$ cat src/rtl/stack_up_arbiter_pkg.sv
// rtl/stack_up_arbiter_pkg.sv - shared encodings and default widths for the stack-bus upstream arbiter
package stack_up_arbiter_pkg;

  localparam int CNTL_W_DEF = 2;
  localparam int TYPE_W_DEF = 2;
  localparam int DATA_W_DEF = 32;
  localparam int OOB_W_DEF  = 8;

  typedef enum logic {
    ST_IDLE = 1'b0,
    ST_BUSY = 1'b1
  } arb_state_t;

  localparam logic [CNTL_W_DEF-1:0] CNTL_SOM = 2'd0;
  localparam logic [CNTL_W_DEF-1:0] CNTL_SOP = 2'd1;
  localparam logic [CNTL_W_DEF-1:0] CNTL_MOP = 2'd2;
  localparam logic [CNTL_W_DEF-1:0] CNTL_EOP = 2'd3;

  // A packet opens on SOP or single-beat SOM and closes on EOP or SOM.
  function automatic logic is_start(input logic [CNTL_W_DEF-1:0] c);
    return (c == CNTL_SOP) || (c == CNTL_SOM);
  endfunction

  function automatic logic is_end(input logic [CNTL_W_DEF-1:0] c);
    return (c == CNTL_EOP) || (c == CNTL_SOM);
  endfunction

endpackage

$ cat src/rtl/stack_up_skid_fifo.sv
// rtl/stack_up_skid_fifo.sv - small output FIFO with registered count; outputs read as zero when empty
module stack_up_skid_fifo #(
  parameter  int WIDTH = 8,
  parameter  int DEPTH = 2,
  localparam int PW    = (DEPTH > 1) ? $clog2(DEPTH) : 1,
  localparam int CW    = $clog2(DEPTH + 1)
) (
  input  logic             clk,
  input  logic             rst,
  input  logic             push,
  input  logic [WIDTH-1:0] push_data,
  input  logic             pop,
  output logic             valid,
  output logic [WIDTH-1:0] pop_data,
  output logic [CW-1:0]    count
);

  logic [WIDTH-1:0] mem [DEPTH];
  logic [PW-1:0]    wr_ptr;
  logic [PW-1:0]    rd_ptr;
  logic             do_push;
  logic             do_pop;

  function automatic logic [PW-1:0] ptr_next(input logic [PW-1:0] p);
    return (p == PW'(DEPTH - 1)) ? '0 : p + PW'(1);
  endfunction

  assign do_push  = push && (count < CW'(DEPTH));
  assign do_pop   = pop && (count != '0);
  assign valid    = (count != '0);
  assign pop_data = valid ? mem[rd_ptr] : '0;

  always_ff @(posedge clk or posedge rst) begin
    if (rst) begin
      wr_ptr <= '0;
      rd_ptr <= '0;
      count  <= '0;
    end else begin
      if (do_push) wr_ptr <= ptr_next(wr_ptr);
      if (do_pop)  rd_ptr <= ptr_next(rd_ptr);
      count <= count + CW'(do_push) - CW'(do_pop);
    end
  end

  always_ff @(posedge clk) begin
    if (do_push) mem[wr_ptr] <= push_data;
  end

endmodule

$ cat src/rtl/stack_up_arbiter.sv
// rtl/stack_up_arbiter.sv - packet-granular round-robin arbiter onto the stack-bus upstream port
module stack_up_arbiter
  import stack_up_arbiter_pkg::*;
#(
  parameter int NUM_REQ = 2,
  parameter int CNTL_W  = CNTL_W_DEF,
  parameter int TYPE_W  = TYPE_W_DEF,
  parameter int DATA_W  = DATA_W_DEF,
  parameter int OOB_W   = OOB_W_DEF,
  parameter int DEPTH   = 2
) (
  input  logic                      clk,
  input  logic                      reset_poweron,
  input  logic [NUM_REQ-1:0]        req__arb__valid,
  input  logic [NUM_REQ*CNTL_W-1:0] req__arb__cntl,
  output logic [NUM_REQ-1:0]        arb__req__ready,
  input  logic [NUM_REQ*TYPE_W-1:0] req__arb__type,
  input  logic [NUM_REQ*DATA_W-1:0] req__arb__data,
  input  logic [NUM_REQ*OOB_W-1:0]  req__arb__oob_data,
  output logic                      pe__stu__valid,
  output logic [CNTL_W-1:0]         pe__stu__cntl,
  input  logic                      stu__pe__ready,
  output logic [TYPE_W-1:0]         pe__stu__type,
  output logic [DATA_W-1:0]         pe__stu__data,
  output logic [OOB_W-1:0]          pe__stu__oob_data,
  output logic                      arb__cntl__busy,
  output logic [1:0]                arb__cntl__grant_id,
  output logic                      arb__cntl__proto_err
);

  localparam int BEAT_W = CNTL_W + TYPE_W + DATA_W + OOB_W;
  localparam int CW     = $clog2(DEPTH + 1);

  arb_state_t          state_q, next_state;
  logic [1:0]          grant_q, grant_d;
  logic [1:0]          rr_q, rr_d;
  logic                in_pkt_q, in_pkt_d;
  logic                err_q, err_d;
  logic                hit;
  logic [1:0]          hit_id;
  logic                sel_valid;
  logic [CNTL_W-1:0]   sel_cntl;
  logic [BEAT_W-1:0]   sel_beat;
  logic                push;
  logic                room;
  logic [CW-1:0]       fifo_count;
  logic [BEAT_W-1:0]   out_beat;

  always_ff @(posedge clk or posedge reset_poweron) begin
    if (reset_poweron) begin
      state_q  <= ST_IDLE;
      grant_q  <= '0;
      rr_q     <= '0;
      in_pkt_q <= 1'b0;
      err_q    <= 1'b0;
    end else begin
      state_q  <= next_state;
      grant_q  <= grant_d;
      rr_q     <= rr_d;
      in_pkt_q <= in_pkt_d;
      err_q    <= err_d;
    end
  end

  // Ready comes only from registered state and count, never from stu__pe__ready.
  assign room = (fifo_count < CW'(DEPTH));

  always_comb begin
    next_state      = state_q;
    grant_d         = grant_q;
    rr_d            = rr_q;
    in_pkt_d        = in_pkt_q;
    err_d           = err_q;
    hit             = 1'b0;
    hit_id          = '0;
    sel_valid       = 1'b0;
    sel_cntl        = '0;
    sel_beat        = '0;
    push            = 1'b0;
    arb__req__ready = '0;

    for (int i = 0; i < NUM_REQ; i++) begin
      if (grant_q == 2'(i)) begin
        sel_valid = req__arb__valid[i];
        sel_cntl  = req__arb__cntl[i*CNTL_W +: CNTL_W];
        sel_beat  = {req__arb__cntl[i*CNTL_W +: CNTL_W], req__arb__type[i*TYPE_W +: TYPE_W],
                     req__arb__data[i*DATA_W +: DATA_W], req__arb__oob_data[i*OOB_W +: OOB_W]};
      end
    end

    unique case (state_q)
      ST_IDLE: begin
        // Scan starts one past the last winner, so the finishing requester is checked last.
        for (int k = 0; k < NUM_REQ; k++) begin
          for (int i = 0; i < NUM_REQ; i++) begin
            if (!hit && ((int'(rr_q) + 1 + k) % NUM_REQ) == i &&
                req__arb__valid[i] && is_start(req__arb__cntl[i*CNTL_W +: CNTL_W])) begin
              hit    = 1'b1;
              hit_id = 2'(i);
            end
          end
        end
        for (int i = 0; i < NUM_REQ; i++) begin
          if (req__arb__valid[i] && !is_start(req__arb__cntl[i*CNTL_W +: CNTL_W])) err_d = 1'b1;
        end
        if (hit) begin
          grant_d    = hit_id;
          in_pkt_d   = 1'b0;
          next_state = ST_BUSY;
        end
      end
      ST_BUSY: begin
        for (int i = 0; i < NUM_REQ; i++) begin
          if (grant_q == 2'(i)) arb__req__ready[i] = room;
        end
        push = sel_valid && room;
        if (push) begin
          if (in_pkt_q && is_start(sel_cntl)) err_d = 1'b1;
          if (is_end(sel_cntl)) begin
            rr_d       = grant_q;
            in_pkt_d   = 1'b0;
            next_state = ST_IDLE;
          end else begin
            in_pkt_d = 1'b1;
          end
        end
      end
      default: next_state = ST_IDLE;
    endcase
  end

  stack_up_skid_fifo #(
    .WIDTH (BEAT_W),
    .DEPTH (DEPTH)
  ) u_fifo (
    .clk       (clk),
    .rst       (reset_poweron),
    .push      (push),
    .push_data (sel_beat),
    .pop       (stu__pe__ready),
    .valid     (pe__stu__valid),
    .pop_data  (out_beat),
    .count     (fifo_count)
  );

  assign {pe__stu__cntl, pe__stu__type, pe__stu__data, pe__stu__oob_data} = out_beat;

  assign arb__cntl__busy      = (state_q == ST_BUSY);
  assign arb__cntl__grant_id  = grant_q;
  assign arb__cntl__proto_err = err_q;

endmodule

$ cat config.mk
export PLATFORM = sky130hd
export DESIGN_NAME = stack_up_arbiter
export DESIGN_NICKNAME = d
export VERILOG_FILES = /design/src/rtl/stack_up_arbiter_pkg.sv /design/src/rtl/stack_up_skid_fifo.sv /design/src/rtl/stack_up_arbiter.sv
export SDC_FILE = /design/constraint.sdc
export NUM_CORES = 1
export LEC_CHECK = 0
export BUFFER_PORTS_ARGS = -buffer_cell sky130_fd_sc_hd__buf_2
export CAP_MARGIN = 20
export CORE_MARGIN = 3
export CORE_UTILIZATION = 54
export CTS_CLUSTER_DIAMETER = 40
export DETAILED_ROUTE_END_ITERATION = 12
export HOLD_SLACK_MARGIN = 0.03
export PLACE_DENSITY = 0.93
export SYNTH_ARGS = -nofsm -noshare
export SYNTH_HDL_FRONTEND = slang
export SYNTH_SLANG_ARGS = --single-unit
$ cat constraint.sdc
create_clock -name clk -period 9.8 [get_ports clk]
set_input_delay 1.96 -clock clk [delete_from_list [all_inputs] [get_ports clk]]
set_output_delay 1.96 -clock clk [all_outputs]
set_load 0.005 [all_outputs]
==> flow_summary.yaml, run 1 <==
status:
  outcome: "finished clean"
cts:
  clk_latency_ns: 0.34
  cts.sinks: 97
  clockBufferDepth: 2
  ctsHoldBuffers: 0
  htree_levels: 3
  cts_setup_buffers: 0
  cts_root_buf: "clkbuf_8"
  path_clk_slew_ns: 0.09
  cts_buffers: 9
  post_cts_resized: 0
  cts_tree: "built"
yosys:
  ys_types: 29
  postSynthCellCount: 287
  synth.avg_cell_area_um2: 15.2
  synth_top_area_share_pct: 60.5
  synth_warnings: 0
  yosys.area.top_type: "edfxtp_1"
  synth-seq-cells: 97
  syn_area_um2: 4370
  ys_seq_area_share_pct: 65.7
  syn-num-nets: 382
  ys_top_cells_by_area: "edfxtp_1 60%, mux2_2 11%, mux2i_1 10%"
detailed_routing:
  vias: 2748
  drc: 0
  antenna_left: 0
  dr.pass1.iters: 4
  vias_per_cell: 5.16
  drt_iter0_drc: 93
  drt-wirelength-per-cell_um: 15.7
  wl_mm: 8.37
timing:
  hold_viol_final: 0
  fin_ws_ns: 5.90
  tns_ns: 0
  slew_headroom_pct: 27.8
  whs_ns: 0.491
  setup_viol: 0
  rsz0062_at_grt: "false"
  clock.fmax_mhz: 256
  min_period_over_period_pct: 39.8
  fin_crit_ns: 3.90
  maxSlewViolCount: 0
  tightest_slew_ns: 1.08
  skew_ns: 0.0122
power:
  total_power_mw: 1.52
  power_density_nw_per_um2: 285
  p_leak_nw: 2.26
  irDropWorstVdd_v: 0.000162
critical_path:
  critPathMaxFanout: 45
  cp.required_ns: 7.84
  cpPeakStageDelay_ns: 0.80
  cp_top_family: "simple AND/OR/NAND/NOR gates"
  path_class: "flip-flop to primary output"
  cp.arrival_ns: 1.94
  worstRegToRegCells: 4
  reg2reg_from: "arb__cntl__grant_id[0]$_DFFE_PP0P_"
  cp-end-kind: "primary output"
  r2r_setup_slack_ns: 7.21
  cp.depth: 3
  cp-start-kind: "flip-flop"
  slowest_stage: "nor2_4"
  crit_chain: "nor2_4 -> nor2_1 -> buf_2"
  r2r-end: "u_fifo.mem[1][22]$_DFFE_PP_"
  crit_buf_inv: 1
floorplan:
  die_h_um: 95.9
  die_w_um: 95.9
  start_util_pct: 55.9
  num_rows: 32
  coreArea_um2: 7810
  die-area_um2: 9200
  io_pins: 144
grt:
  grt_pass1_vias: 2695
  grt_pass1_wl_mm: 12.4
  grt_max_degree: 53
  grtUsageTotal_pct: 17.9
  antenna_found_initial: 0
  gr-total-overflow: 0
layout:
  area_growth_syn_to_layout_pct: 22.3
  final_cell_mix: "142 x buf_2, 88 x edfxtp_1, 49 x nor2_1"
  drive_above_1_share_pct: 48.5
  fillers: 552
  instances_no_fill: 533
  layout.nets: 522
  final_common_cell: "buf_2"
  diodes: 0
place:
  dp_hpwl_mm: 5.53
  placedCellCount: 518
  preCtsSetupSlack_ns: 6.07
  place.gp.congestion: 0.872
  io_buffers: 142
flow_run:
  drv_cap: 0
worst_hold_path:
  hold_end: "arb__cntl__proto_err$_DFFE_PP0P_"
  worstHoldStart: "arb__cntl__proto_err$_DFFE_PP0P_"
  holdCritPathClass: "flip-flop to flip-flop"
  hold_depth: 1
[worst max path at each step]
| stage | slack, ns | start | end |
|---|---|---|---|
| global route | 5.73 | u_fifo.count[1]$_DFF_PP0_ | pe__stu__data[23] |
| floorplan | 4.26 | req__arb__valid[1] | u_fifo.mem[0][0]$_DFFE_PP_ |
| global placement | 6.15 | req__arb__valid[1] | u_fifo.mem[1][18]$_DFFE_PP_ |
| finish | 5.90 | u_fifo.count[1]$_DFF_PP0_ | pe__stu__data[23] |
| detailed placement | 6.07 | req__arb__valid[1] | u_fifo.mem[1][20]$_DFFE_PP_ |
| CTS | 5.87 | u_fifo.count[1]$_DFF_PP0_ | pe__stu__data[9] |
[metrics by stage]
stage | cell area, um2 | util, %
after global placement | 5130 | 65.7
after global routing | 5340 | 68.4
after detailed placement | 5130 | 65.7
after floorplan | 4370 | -
after CTS | 5340 | 68.4
final | 5340 | 68.4
[final cells by class]
type                       count  area, um2  share of cell area, %
timing repair buffer         145        733                   13.7
tap                          102        128                   2.39
sequential                    97       2870                   53.7
multi-input combinational    167       1370                   25.7
clock buffer                  10        128                   2.39
clock inverter                 5       81.3                   1.52
inverter                       7       26.3                  0.492
[cell families (layout without fill, tap and decap cells)]
group           count (synthesis)  count (layout)  share of synthesized area [%]
fa+ha+maj                       2               2                          0.573
simple gates                   59              59                           5.79
xor+xnor                        6               6                           1.20
flops                          97              97                           65.7
compound gates                  9               9                           1.49
mux                            90              90                           22.2
buf+inv                        23             167                           3.04
other cells                     1               1                         0.0859
[flip-flops by register name, indices dropped and copies added, names as in the netlist]
register,flops
u_fifo.rd_ptr,1
u_fifo.count,2
arb__cntl__proto_err,1
u_fifo.mem,88
arb__cntl__busy,1
rr_q,1
u_fifo.wr_ptr,1
arb__cntl__grant_id,1
in_pkt_q,1
[where the power goes]
| part | switching [mW] | internal, mW | leakage [nW] | total [mW] |
|---|---|---|---|---|
| registers | 0.0329 | 0.599 | 0.904 | 0.632 |
| clock network | 0.128 | 0.143 | 0.102 | 0.271 |
| logic | 0.338 | 0.281 | 1.25 | 0.618 |
| total | 0.499 | 1.02 | 2.26 | 1.52 |
[layer usage]
metal / vias to the layer above / track usage, % / routed length [um]
met3: 11 / 3.05 / 472
met2: 104 / 32.9 / 4440
met5: - / 0 / 0
met4: 0 / 6.28 / 131
li1: 1325 / - / -
met1: 1308 / 21.0 / 3330
[synth_stat cells]
cell and n:
nor3_1 1, ha_1 2, a221o_1 1, edfxtp_1 88, a21oi_1 2, mux2i_4 1, and2_1 3, o32a_1 1
a22o_1 1, o21ai_0 1, nor2_1 49, a31oi_1 1, buf_2 4, o211ai_1 1, mux2i_1 45, xor2_1 3
inv_1 7, buf_6 3, mux2_1 1, dfrtp_1 9, clkbuf_1 4, mux2_2 43, conb_1 1, buf_4 5
a22oi_1 1, nor2_4 2, xnor2_1 3, nand2_1 1, nand2b_1 3
Note: power is estimated with default switching activity, not from simulation.
==> run 2: changes to the inputs <==
--- a/config.mk
+++ b/config.mk
@@ -8,11 +8,11 @@
 export BUFFER_PORTS_ARGS = -buffer_cell sky130_fd_sc_hd__buf_2
 export CAP_MARGIN = 20
 export CORE_MARGIN = 3
-export CORE_UTILIZATION = 54
+export CORE_UTILIZATION = 51
 export CTS_CLUSTER_DIAMETER = 40
 export DETAILED_ROUTE_END_ITERATION = 12
 export HOLD_SLACK_MARGIN = 0.03
-export PLACE_DENSITY = 0.93
+export PLACE_DENSITY = 0.88
 export SYNTH_ARGS = -nofsm -noshare
 export SYNTH_HDL_FRONTEND = slang
 export SYNTH_SLANG_ARGS = --single-unit
==> constraint.sdc (replaced) <==
create_clock -name clk -period 3.9 [get_ports clk]
set_input_delay 0.78 -clock clk [delete_from_list [all_inputs] [get_ports clk]]
set_output_delay 0.78 -clock clk [all_outputs]
set_load 0.005 [all_outputs]
==> run 2 against run 1 <==
  * Design area unchanged
  * First-iteration DRC count down 16%
  * Total power up 140%
  * Via count up 0.84%
  * Routed wire length up 1.6%
  * Largest cell class unchanged
==> flow_summary.yaml, run 2 (synthesized netlist as in run 1, its figures left out) <==
cts:
  cts_root_buf: "clkbuf_8"
  cts_tree: "built"
  cts_setup_buffers: 0
  clockBufferDepth: 2
  post_cts_resized: 0
  htree_levels: 3
  cts_buffers: 9
  path_clk_slew_ns: 0.09
  clk_latency_ns: 0.34
  ctsHoldBuffers: 0
  cts.sinks: 97
critical_path:
  cp.required_ns: 3.12
  slowest_stage: "dfrtp_2"
  cp.depth: 4
  cp.arrival_ns: 2.04
  cp-end-kind: "primary output"
  crit_buf_inv: 2
  cpPeakStageDelay_ns: 0.79
  cp-start-kind: "flip-flop"
  worstRegToRegCells: 9
  critPathMaxFanout: 23
  path_class: "flip-flop to primary output"
  cp_top_family: "flip-flops"
  crit_chain: "buf_4 -> mux2i_1 -> nor2_1 -> buf_2"
detailed_routing:
  vias_per_cell: 5.13
  wl_met2_mm: 4.61
  drc: 0
  drt-wirelength-per-cell_um: 15.7
  drt_iter0_drc: 78
  vias: 2771
  wl_mm: 8.50
  antenna_left: 0
  met1_length_mm: 3.27
  dr.pass1.iters: 4
  wl_met3_um: 497
  top_layer: "met4"
worst_hold_path:
  holdCritPathClass: "input port to async pin"
floorplan:
  io_pins: 144
  coreArea_um2: 8260
  start_util_pct: 52.9
  num_rows: 33
  die_h_um: 98.5
  die-area_um2: 9710
  die_w_um: 98.5
grt:
  grt_pass1_wl_mm: 13.2
  gr-total-overflow: 0
  grtUsageTotal_pct: 17.3
  grt_max_degree: 52
  grt_pass1_vias: 2808
  antenna_found_initial: 0
layout:
  regArea_um2: 2870
  layout.nets: 525
  instances_no_fill: 540
  largest-register: "u_fifo.mem"
  multi_input_area_um2: 1380
  final_common_cell: "buf_2"
  reg.largest.list: "u_fifo.mem (88), u_fifo.count (2)"
  diodes: 0
  final_cell_mix: "142 x buf_2, 88 x edfxtp_1, 49 x nor2_1"
  fillers: 633
  area_growth_syn_to_layout_pct: 22.3
  drive_above_1_share_pct: 48.5
  largest_reg_flops: 88
timing:
  fin_crit_ns: 2.82
  maxSlewViolCount: 0
  rsz0062_at_grt: "false"
  skew_ns: 0.0124
  hold_viol_final: 0
  tns_ns: 0
  slew_headroom_pct: 57.6
  setup_viol: 0
  clock.fmax_mhz: 355
  tightest_slew_ns: 0.636
  min_period_over_period_pct: 72.3
power:
  irDropWorstVdd_v: 0.000385
  power_density_nw_per_um2: 697
  p_leak_nw: 2.26
place:
  io_buffers: 142
  place.gp.congestion: 0.812
  placedCellCount: 523
  dp_hpwl_mm: 5.94
status:
  outcome: "finished clean"
flow_run:
  drv_cap: 0
==> run 2: changes by cell type in the layout (fill, tap and decap cells not counted) <==
| cell | before | now |
|---|---|---|
| nor3_2 | 1 | 0 |
| clkinvlp_4 | 1 | 2 |
| bufinv_16 | 2 | 0 |
| clkbuf_1 | 1 | 2 |
| clkinv_1 | 0 | 1 |
| buf_4 | 3 | 5 |
| buf_12 | 0 | 1 |
| nor3_4 | 0 | 1 |
==> run 2: path summary, 6_finish.rpt <==
path,start,to,slack (ns)
setup reg to reg,u_fifo.count[1]$_DFF_PP0_,u_fifo.count[1]$_DFF_PP0_,1.50
max in group asynchronous,reset_poweron,arb__cntl__grant_id[0]$_DFFE_PP0P_,3.24
setup / recovery,u_fifo.rd_ptr$_DFFE_PP0P_,pe__stu__data[2],1.08
hold / removal,reset_poweron,u_fifo.wr_ptr$_DFFE_PP0P_,0.38
min in group clk,arb__cntl__proto_err$_DFFE_PP0P_,arb__cntl__proto_err$_DFFE_PP0P_,0.53
hold reg to reg,arb__cntl__proto_err$_DFFE_PP0P_,arb__cntl__proto_err$_DFFE_PP0P_,0.53
==> run 2: routing by layer <==
| metal | up-vias | global-route usage, % |
|---|---|---|
| met5 | - | 0 |
| met4 | 0 | 6.62 |
| met3 | 12 | 3.47 |
| met2 | 99 | 32.1 |
| met1 | 1327 | 19.6 |
| li1 | 1333 | - |
==> run 2: final cells by class <==
| cell class | instances | area share, % |
|---|---|---|
| clock buffers | 11 | 2.46 |
| clock inverters | 5 | 0.609 |
| flip-flops and latches | 97 | 53.7 |
| repair buffers | 148 | 14.4 |
| well taps | 105 | 2.46 |
| inverters | 7 | 0.492 |
| multi-input cells | 167 | 25.8 |
==> run 2: report_power, final <==
| group | switching (mW) | internal [mW] | total [mW] | leakage (nW) |
|---|---|---|---|---|
| clock | 0.316 | 0.230 | 0.546 | 0.0770 |
| combinational | 0.800 | 0.728 | 1.53 | 1.27 |
| sequential | 0.144 | 1.50 | 1.65 | 0.904 |
| total | 1.26 | 2.46 | 3.72 | 2.26 |
==> run 2: metrics by stage <==
step | total power, mW | hold slack (ns) | utilization [%] | worst slack, ns | cell area [um2]
finish | 3.72 | 0.383 | 64.7 | 1.08 | 5340
global route | 3.97 | 0.391 | 64.7 | 0.923 | 5340
CTS | 3.76 | 0.380 | 64.4 | 1.03 | 5320
detailed placement | 3.22 | 0.510 | 62.4 | 1.36 | 5160
global placement | 3.14 | 0.471 | 62.4 | 1.44 | 5160
floorplan | 2.68 | 0.472 | - | 0.902 | 4370
